## config.mk

```make
export PLATFORM = sky130hd
export DESIGN_NAME = sobel_window
export DESIGN_NICKNAME = d
export VERILOG_FILES = /design/src/rtl/sobel_window.sv
export SDC_FILE = /design/constraint.sdc
export NUM_CORES = 1
export LEC_CHECK = 0
export CORE_MARGIN = 5
export CORE_UTILIZATION = 35
export DETAILED_ROUTE_END_ITERATION = 7
export GPL_TIMING_DRIVEN = 0
export SYNTH_ARGS = -nofsm -noshare
export SYNTH_HDL_FRONTEND = slang
export SYNTH_SLANG_ARGS = --single-unit
```

## constraint.sdc

```tcl
create_clock -name clk -period 7.6 [get_ports clk]
set_input_delay 0.76 -clock clk [delete_from_list [all_inputs] [get_ports clk]]
set_output_delay 0.76 -clock clk [all_outputs]
set_load 0.02 [all_outputs]
```

## src/rtl/sobel_window.sv

```systemverilog
// sobel_window: 3x3 Sobel |Gx|+|Gy| edge filter over line-buffer column taps.
// Three-stage pipeline (window, gradients, magnitude); sync signals delayed to match.
module sobel_window #(
    parameter int                    COLORDEPTH = 8,
    parameter bit                    BINARY     = 1'b0,
    parameter logic [COLORDEPTH+2:0] THRESHOLD  = (COLORDEPTH+3)'(64)
) (
    input  logic                  clk,
    input  logic                  rst,
    input  logic [COLORDEPTH-1:0] tap_i [2:0],
    input  logic                  dv_i,
    input  logic                  hs_i,
    input  logic                  vs_i,
    output logic [COLORDEPTH-1:0] data_o,
    output logic                  dv_o,
    output logic                  hs_o,
    output logic                  vs_o
);
    localparam int W = COLORDEPTH;

    logic [W-1:0]        r_win [3][3];
    logic [1:0]          r_col, r_row;
    logic                r_ok1, r_ok2;
    logic [2:0]          r_dv, r_hs, r_vs;
    logic signed [W+2:0] r_gx, r_gy;
    logic [W-1:0]        r_data;
    logic [W+2:0]        w_mag;
    logic [W-1:0]        w_pix;

    function automatic logic [W+1:0] tri_sum(input logic [W-1:0] a, b, c);
        return (W+2)'(a) + ((W+2)'(b) << 1) + (W+2)'(c);
    endfunction

    function automatic logic signed [W+2:0] diff(input logic [W+1:0] p, m);
        return $signed({1'b0, p}) - $signed({1'b0, m});
    endfunction

    function automatic logic [W+2:0] abs_val(input logic signed [W+2:0] v);
        return v[W+2] ? $unsigned(-v) : $unsigned(v);
    endfunction

    always_comb begin
        w_mag = abs_val(r_gx) + abs_val(r_gy);
        w_pix = BINARY ? (w_mag >= THRESHOLD ? '1 : '0) : (|w_mag[W+2:W] ? '1 : w_mag[W-1:0]);
    end

    // r_dv[0]/r_vs[0] double as the previous-cycle samples for edge detection
    always_ff @(posedge clk) begin
        if (rst) begin
            for (int r = 0; r < 3; r++)
                for (int c = 0; c < 3; c++)
                    r_win[r][c] <= '0;
            r_col  <= '0;
            r_row  <= '0;
            r_ok1  <= 1'b0;
            r_ok2  <= 1'b0;
            r_gx   <= '0;
            r_gy   <= '0;
            r_data <= '0;
            r_dv   <= '0;
            r_hs   <= '0;
            r_vs   <= '0;
        end else begin
            for (int r = 0; r < 3; r++) begin
                r_win[r][0] <= dv_i ? tap_i[r] : '0;
                r_win[r][1] <= dv_i ? r_win[r][0] : '0;
                r_win[r][2] <= dv_i ? r_win[r][1] : '0;
            end
            r_col <= !dv_i ? 2'd0 : (r_col == 2'd2 ? r_col : r_col + 2'd1);
            if (vs_i && !r_vs[0])
                r_row <= 2'd0;
            else if (!dv_i && r_dv[0] && r_row != 2'd2)
                r_row <= r_row + 2'd1;
            r_ok1  <= dv_i && r_col == 2'd2 && r_row == 2'd2;
            r_ok2  <= r_ok1;
            r_gx   <= diff(tri_sum(r_win[0][0], r_win[1][0], r_win[2][0]),
                           tri_sum(r_win[0][2], r_win[1][2], r_win[2][2]));
            r_gy   <= diff(tri_sum(r_win[0][0], r_win[0][1], r_win[0][2]),
                           tri_sum(r_win[2][0], r_win[2][1], r_win[2][2]));
            r_data <= (r_ok2 && r_dv[1]) ? w_pix : '0;
            r_dv   <= {r_dv[1:0], dv_i};
            r_hs   <= {r_hs[1:0], hs_i};
            r_vs   <= {r_vs[1:0], vs_i};
        end
    end

    assign data_o = r_data;
    assign dv_o   = r_dv[2];
    assign hs_o   = r_hs[2];
    assign vs_o   = r_vs[2];
endmodule

```

==> results of run 1 <==
## synth_stat cells (all sizes together) (4+ instances only)
cell / instances
and3: 4
ha: 38
nor3: 13
a21oi: 15
o31ai: 4
nand2: 18
clkbuf: 13
and2: 50
nand2b: 4
dfxtp: 117
xor2: 6
o21ai: 18
nor2: 55
nand3: 4
a21o: 6
nor2b: 18
xnor2: 23
inv: 147
fa: 63
o21a: 13
## per-stage QoR
| stage | std cells | area [um^2] | hold WS (ns) | util, % |
|---|---|---|---|---|
| floorplan | 668 | 6450 | 0.406 | - |
| finish | 964 | 7700 | 0.423 | 42.7 |
| detailed placement | 935 | 7120 | 0.410 | 39.5 |
| CTS | 964 | 7700 | 0.425 | 42.7 |
| global placement | 935 | 7120 | 0.409 | 39.5 |
| global route | 964 | 7700 | 0.439 | 42.7 |
## critical path, delay by kind of cell (launching register included)
kind | cells | cell delay [ns]
buffers and inverters | 3 | 0.19
flip-flops | 1 | 0.36
adder cells (fa/ha/maj) | 4 | 1.91
AO/OA/AOI/OAI | 6 | 1.53
## area by class of cell
class | count | area [um^2] | share of cell area (%)
Tap cell | 229 | 287 | 3.72
Timing Repair Buffer | 38 | 380 | 4.94
Buffer | 15 | 56.3 | 0.731
Inverter | 147 | 552 | 7.16
Multi-Input combinational cell | 389 | 3500 | 45.4
Clock inverter | 12 | 159 | 2.06
Clock buffer | 17 | 425 | 5.52
Sequential cell | 117 | 2340 | 30.4
## per-layer routing
metal | track usage [%] | vias to the layer above | wire length [um]
li1 | - | 2162 | -
met1 | 14.8 | 1934 | 5460
met2 | 19.6 | 43 | 5460
met3 | 2.90 | 11 | 379
met4 | 4.06 | 0 | 156
met5 | 0 | - | 0
## power breakdown
group / leakage (uW) / switching [uW] / internal [uW]
Combinational: 0.00201 / 404 / 333
Sequential: 0.000956 / 36.8 / 657
Clock: 0.000269 / 281 / 510
Total: 0.00324 / 722 / 1500
## sequential cells by signal (all words and copies together) (netlist names)
signal  flops
data_o      8
r_col       2
r_dv        3
r_gx       11
r_gy       11
r_hs        3
r_ok1       1
r_ok2       1
r_row       2
r_vs        3
r_win      72
## worst max path at each step
stage / startpoint / depth (start not counted) / end / slack [ns]
6_report: r_win[0][2] / 13 / r_gx[8] / 3.53
5_1_grt: r_win[0][2] / 13 / r_gx[8] / 3.14
4_1_cts: r_win[0][2] / 13 / r_gx[8] / 3.53
3_5_place_dp: r_win[0][2] / 13 / r_gx[8] / 3.56
3_3_place_gp: r_win[0][2] / 13 / r_gx[8] / 3.62
2_1_floorplan: r_win[0][2] / 13 / r_gx[8] / 3.91
## placed cells by master, fill, tap and decap left out, types with 3 or more instances in the layout
cell type and instances:
inv_1 147, fa_1 63, xnor2_1 23, o31ai_1 4
or3_1 3, nand3_1 4, nand2_1 18, a31oi_1 3
a211o_1 3, nor4b_1 3, a21o_1 6, a21oi_1 14
clkinvlp_4 5, clkdlybuf4s50_1 38, clkbuf_1 13, dfxtp_1 117
nor3_1 13, o21ai_0 18, and2_1 50, xor2_1 6
ha_1 38, nand2b_1 4, nor2_1 55, bufinv_16 3
and3_1 3, nor2b_1 18, clkbuf_16 17, o21a_1 13
## kinds of logic (layout without fill, tap and decap cells)
group	count (synthesis)	count (layout)	share of synthesized area (%)
xor gates and xnor gates	29	29	3.94
AOI/OAI and AO/OA	74	74	7.88
buffers and inverters	162	229	9.43
and+or+nand+nor	182	182	15.0
DFF	117	117	36.3
adders and majority gates	101	101	26.9
muxes	3	3	0.504
==> results_dict.tcl, run 1 <==
set metrics [dict create \
    status "finished clean" \
    setup_viol 0 \
    cts_max_path_buffers 2 \
    start_util_pct 35.8 \
    cp.required_ns 7.92 \
    synthTopCellsByArea "dfxtp_1 (36%), fa_1 (20%), inv_1 (8.6%), ha_1 (7.4%), and2_1 (4.8%)" \
    rows 49 \
    overflow 0 \
    hold_violations 0 \
    netlist_area_um2 6450 \
    min_to "r_win[0][25]" \
    critPathMaxFanout 3 \
    vias 4150 \
    place_ws_ns 3.56 \
    cts_tree "yes" \
    dp_hpwl_um 9110 \
    die_area_um2 21200 \
    synth_seq_cells 117 \
    holdCritStartpoint "r_win[0][33]" \
    synthArstFlopShare_pct 0 \
    avgRoutedWirePerCell_um 11.9 \
    drive_above_1_share_pct 5.31 \
    worstSkewPairLatency_ns 0.41 \
    drtPass1Iterations 4 \
    core-area_um2 18000 \
    synth_cell_types 45 \
    worst_slew_pin_slew_ns 0.650 \
    grt_max_degree 17 \
    die_w_um 146 \
    cts_max_level 4 \
    crit_path_max_incr_delay_ns 0.60 \
    fin_ws_ns 3.53 \
    cts.sinks 117 \
    avgSynthCellArea_um2 9.66 \
    root_buffer "clkbuf_16" \
    skew_ns 0.00590 \
    whs_path_depth 1 \
    period_needed_ns 4.07 \
    avgViaCountPerCell 4.30 \
    fill_cells 1772 \
    nNetsFinal 855 \
    gr-usage-all-layers_pct 11.7 \
    rsz0062_at_grt "false" \
    relSlewSlack_pct 56.7 \
    ant_nets 0 \
    antenna_found_initial 0 \
    fp.dieH_um 146 \
    yosysSeqAreaShare_pct 36.3 \
    portBuffers 38 \
    diodes 0 \
    io_pins 40 \
    cts_setup_buffers 0 \
    hp-class "register to register" \
    worst_path_max_delay_cell "a2111oi_1" \
    total_power_uw 2220 \
    grt_pass1_vias 4218 \
    fmax_mhz 246 \
    start_kind "register" \
    power.density_nw_per_um2 288 \
    syn2layout_area_growth_pct 19.4 \
    synth-edff-count 0 \
    drc 0 \
    p_leak_uw 0.00324 \
    wl_um 11500 \
    setup_tns_ns 0 \
    hold_buffers 0 \
    yosysWarnings 0 \
    first_iter_violations 119 \
    r2r_cells 13 \
    ir_drop_v 0.000195 \
    ys.flop_type "dfxtp_1" \
    cts_resized 0 \
    r2r-start "r_win[0][2]" \
    rrSetupSlack_ns 3.53 \
    r2r_end "r_gx[8]" \
    path_cells "inv_1 > fa_1 > fa_1 > inv_1 > fa_1 > inv_1 > ha_1 > a21o_1 > a21oi_1 > o21ai_0 > a2111oi_1 > o21ai_0 > a21oi_1" \
    endpoint_kind "register" \
    gp_congestion 0.788 \
    grt_pass1_wl_um 20200 \
    clk_pin_slew_worst_paths_ns 0.05 \
    fin_crit_sh_pct 53.5 \
    slew_viol_final 0 \
    cap_viol_max_count 0 \
    synthCells 668 \
    syn_nets 798 \
    numCtsBuffers 17 \
    arrival_ns 4.39 \
    synth_top_cell_by_area "dfxtp_1" \
    setup.worst_path.class "register to register" \
    synth_top_cell_area_share_pct 36.3 \
]
(Power assumes the default switching activity.)
==> inputs of run 2 (changes only) <==
clock period = 4.1 ns   (was 7.6 ns; I/O delays follow)
==> run 2 against run 1 <==
Against the previous run:
- via count grew 0.22%
- first-iteration DRC count shrank 10%
- register-to-register slack lost 3.3 ns
- sequential power grew 86%
- clock skew is essentially flat
- critical path depth is the same
- die area is the same
- largest power group unchanged
==> results_dict.tcl, run 2 (same netlist as run 1, synthesis figures left out) <==
set metrics [dict create \
    status "finished clean" \
    cts_tree "yes" \
    nNetsFinal 856 \
    syn2layout_area_growth_pct 20.1 \
    p_leak_uw 0.00325 \
    rows 49 \
    fin_crit_sh_pct 94.6 \
    final_common_cell "inv_1" \
    diodes 0 \
    fill_cells 1766 \
    root_buffer "clkbuf_16" \
    critPathBufInv 3 \
    ir_drop_v 0.000374 \
    avgRoutedWirePerCell_um 11.9 \
    multi_input_comb_area_um2 3540 \
    gp_congestion 0.788 \
    worstSkewPairLatency_ns 0.41 \
    gr-usage-all-layers_pct 11.7 \
    wl_um 11500 \
    vias 4159 \
    seqCellArea_um2 2340 \
    critPathMaxFanout 3 \
    dp.cells 935 \
    cap_viol_max_count 0 \
    top_register "r_win" \
    die_area_um2 21200 \
    numCtsBuffers 17 \
    cts_max_path_buffers 2 \
    die_w_um 146 \
    first_iter_violations 107 \
    hp-class "input pin to register" \
    worst_path_max_delay_cell "fa_1" \
    dp_hpwl_um 9110 \
    portBuffers 38 \
    cts_max_level 4 \
    core-area_um2 18000 \
    largest_reg_flops 72 \
    start_kind "register" \
    overflow 0 \
    period_needed_ns 3.88 \
    critical-path-top-delay-family "adder cells" \
    holdWs_ns 0.415 \
    grt_pass1_wl_um 20200 \
    antenna_found_initial 0 \
    power.density_nw_per_um2 536 \
    avgViaCountPerCell 4.31 \
    worst_slew_pin_slew_ns 0.654 \
    drc 0 \
    drive_above_1_share_pct 5.98 \
    place_ws_ns 0.0593 \
    drtPass1Iterations 4 \
    relSlewSlack_pct 56.4 \
    fmax_mhz 258 \
    path_cells "inv_1 > fa_1 > fa_1 > inv_1 > fa_1 > inv_1 > ha_1 > nor2b_1 > o21ai_0 > a21oi_1 > o21a_1 > o41ai_2 > mux2_2" \
    fin_ws_ns 0.222 \
    start_util_pct 35.8 \
    hold_buffers 0 \
    reg.largest.list "r_win x72, r_gx x11, r_gy x11" \
    cts.sinks 117 \
    setup_viol 0 \
    fp.dieH_um 146 \
    ant_nets 0 \
    skew_ns 0.00640 \
    hold_violations 0 \
    arrival_ns 4.17 \
    fin_cells 965 \
    crit_path_max_incr_delay_ns 0.54 \
    clk_pin_slew_worst_paths_ns 0.05 \
    cp.required_ns 4.39 \
    endpoint_kind "register" \
    grt_max_degree 17 \
    io_pins 40 \
    final_cell_mix "inv_1 (147), dfxtp_1 (117), fa_1 (63)" \
    setup.worst_path.class "register to register" \
    grt_pass1_vias 4218 \
    slew_viol_final 0 \
]
-- run 2: stage by stage --
step / TNS (ns) / utilization (%) / total power [uW] / cell area (um^2)
finish: 0 / 43.0 / 4150 / 7740
detailed placement: 0 / 39.5 / 2680 / 7120
CTS: 0 / 42.7 / 4160 / 7700
global placement: 0 / 39.5 / 2670 / 7120
global route: -0.0112 / 43.0 / 4450 / 7740
floorplan: 0 / - / 2410 / 6450
-- run 2: final timing paths --
check / start / end / slack (ns) / depth (start not counted)
max: r_win[0][3] / r_gx[9] / 0.22 / 13
min: rst / r_dv[2] / 0.42 / 2
max reg2reg: r_win[0][3] / r_gx[9] / 0.22 / 13
min reg2reg: r_win[0][33] / r_win[0][25] / 0.42 / 1
-- run 2: cell type report --
cell class | instances | area share [%]
Clock inverter | 12 | 2.05
Multi-Input combinational cell | 389 | 45.7
Buffer | 15 | 0.727
Timing Repair Buffer | 39 | 5.01
Inverter | 147 | 7.12
Clock buffer | 17 | 5.49
Tap cell | 229 | 3.70
Sequential cell | 117 | 30.2
-- run 2: per-layer routing --
metal / routed length [um] / GRT usage [%]
met2: 5520 / 19.6
met4: 157 / 4.06
met5: 0 / 0
met3: 383 / 2.90
met1: 5470 / 14.8
-- run 2: where the power goes --
part | switching (uW) | internal (uW) | total (uW)
combinational | 765 | 633 | 1400
sequential | 67.9 | 1220 | 1290
clock | 521 | 945 | 1470
total | 1350 | 2800 | 4150
-- run 2: repair_timing --
item                                    in CTS  in global routing
gates resized for setup                      0                  7
setup buffers                                0                  1
endpoints found under the setup margin       0                  6
==> inputs of run 3 (changes only) <==
CAP_MARGIN = 40   (was not set)
CORE_UTILIZATION = 41   (was 35)
TNS_END_PERCENT = 10   (was not set)
==> run 3 against run 2 <==
Against the previous run:
- die area is 14% lower
- utilization grew 7.6 points
- sequential share of layout area about the same
- combinational power barely moved
- count of clock-buffer cells in the layout is 6 higher
- via count is 1.7% higher
- critical path depth unchanged
- clock power rose by 4%
- power increased by 1.7%
- largest cell class unchanged
- largest power group unchanged
==> results_dict.tcl, run 3 (same netlist as run 1, synthesis figures left out) <==
set metrics [dict create \
    r2r_cells 13 \
    rows 45 \
    relSlewSlack_pct 56.9 \
    reg.largest.list "r_win x72, r_gx x11, r_gy x11" \
    cap_viol_max_count 0 \
    numCtsBuffers 17 \
    grt_use_met2_pct 25.3 \
    cts_max_level 4 \
    vias 4229 \
    gr-usage-met3_pct 3.49 \
    final_common_cell "inv_1" \
    drive_above_1_share_pct 5.83 \
    period_needed_ns 3.81 \
    largest_reg_flops 72 \
    wl_um 11800 \
    final_cell_mix "inv_1 (147), dfxtp_1 (117), fa_1 (63)" \
    rsz0062_at_grt "true" \
    crit_path_max_incr_delay_ns 0.59 \
    status "finished clean" \
    p_seq_share_pct 30.5 \
    slew_viol_final 0 \
    swShare_pct 31.8 \
    root_buffer "clkbuf_16" \
    cp.required_ns 4.43 \
    cts.sinks 117 \
    path_cells "inv_1 > fa_1 > fa_1 > inv_1 > fa_1 > inv_1 > ha_1 > a21o_1 > a21oi_1 > o21ai_1 > a2111oi_4 > o21ai_0 > a21oi_1" \
    power.density_nw_per_um2 545 \
    endpoint_kind "register" \
    drc 0 \
    worst_slew_pin_slew_ns 0.646 \
    setup_viol 0 \
    p_leak_uw 0.00329 \
    setup.worst_path.class "register to register" \
    nNetsFinal 855 \
    placed_area_um2 7090 \
    grt_pass1_wl_um 20900 \
    cts_tree "yes" \
    worstSkewPairLatency_ns 0.41 \
    r2r_end "r_gx[8]" \
    fp.dieH_um 135 \
    worst_path_max_delay_cell "fa_1" \
    arrival_ns 4.14 \
    overflow 0 \
    diodes 0 \
    portBuffers 38 \
    combPwrFrac_pct 33.3 \
    drtPass1Iterations 4 \
    die_area_um2 18300 \
    grt_max_degree 17 \
    start_kind "register" \
    clockPowerShare_pct 36.1 \
    first_iter_violations 109 \
    dp_hpwl_um 9560 \
    crit_end "r_gx[8]" \
    avgViaCountPerCell 4.46 \
    critPathBufInv 3 \
    use_met1_pct 16.7 \
    cts_max_path_buffers 2 \
    io_pins 40 \
    critPathLaunch "r_win[0][2]" \
    fin_crit_sh_pct 92.8 \
    ir_drop_v 0.000349 \
    clk_pin_slew_worst_paths_ns 0.06 \
    critPathMaxFanout 3 \
    gp_congestion 0.806 \
    final_cell_area_um2 7750 \
    internal_power_uw 2880 \
    start_util_pct 42.1 \
    die_w_um 135 \
    fmax_mhz 263 \
    syn2layout_area_growth_pct 20.1 \
    ant_nets 0 \
    path_depth 13 \
    grt_pass1_vias 4666 \
    skew_ns 0.00986 \
    critical-path-top-delay-family "adder cells" \
    top_register "r_win" \
    antenna_found_initial 0 \
    setup_tns_ns 0 \
    hold_violations 0 \
    hp-class "register to register" \
    rrSetupSlack_ns 0.29 \
    avgRoutedWirePerCell_um 12.5 \
    busiest_layer "met2" \
    r2r-start "r_win[0][2]" \
    core-area_um2 15300 \
    gr-usage-all-layers_pct 14.2 \
    p_switching_uw 1340 \
]
run 3: cell count changes in the layout (fill, tap and decap cells not counted), moves of 2 or more:
cell,previous run,this run
clkbuf_8,0,5
clkinv_2,1,3
clkinvlp_4,5,1
o21ai_0,16,14
o21ai_1,2,4
run 3: worst min-delay path by stage:
| stage | startpoint | end | slack, ns | cells after the start |
|---|---|---|---|---|
| 5_1_grt | r_win[0][34] | r_win[0][26] | 0.45 | 1 |
| 3_5_place_dp | r_win[0][33] | r_win[0][25] | 0.41 | 1 |
| 4_1_cts | r_win[0][32] | r_win[0][24] | 0.42 | 1 |
| 6_report | r_win[0][34] | r_win[0][26] | 0.42 | 1 |
| 2_1_floorplan | r_win[0][32] | r_win[0][24] | 0.41 | 1 |
| 3_3_place_gp | r_win[0][33] | r_win[0][25] | 0.41 | 1 |
run 3: metal layers:
metal	wire, um	up-vias
met2	5930	54
li1	-	2164
met3	379	17
met1	5330	1994
met5	0	-
met4	177	0
run 3: final cells by class:
| type | instances | area, um^2 |
|---|---|---|
| fillers | 1410 | 7570 |
| multi-input cells | 389 | 3530 |
| flip-flops and latches | 117 | 2340 |
| inverters | 147 | 552 |
| clock buffers | 23 | 498 |
| repair buffers | 38 | 380 |
| well taps | 211 | 264 |
| clock inverters | 8 | 121 |
| plain buffers | 15 | 56.3 |
run 3: what timing repair did:
action,in CTS,in global routing
pin swaps,0,2
gates resized for setup,1,7
cloned,0,0
buffers inserted,0,0
endpoints found under the setup margin,1,6
endpoints found under the hold margin,0,0
hold buffers,0,0
run 3: power by group through the flow:
stage	clock network, uW	logic, uW	registers [uW]
global route	1610	1600	1300
CTS	1550	1400	1290
detailed placement	0	1380	1310
floorplan	0	1110	1290
finish	1530	1410	1290
global placement	0	1350	1310
run 3: metrics by stage:
stage	power, uW	cells	worst slack [ns]	util, %	hold WS, ns
2_1_floorplan	2410	668	0.408	-	0.406
3_3_place_gp	2660	917	0.0338	46.3	0.409
6_report	4220	948	0.294	50.6	0.422
3_5_place_dp	2690	917	-0.0102	46.3	0.410
5_1_grt	4500	948	-0.0213	50.6	0.450
4_1_cts	4240	948	0.0891	50.4	0.423
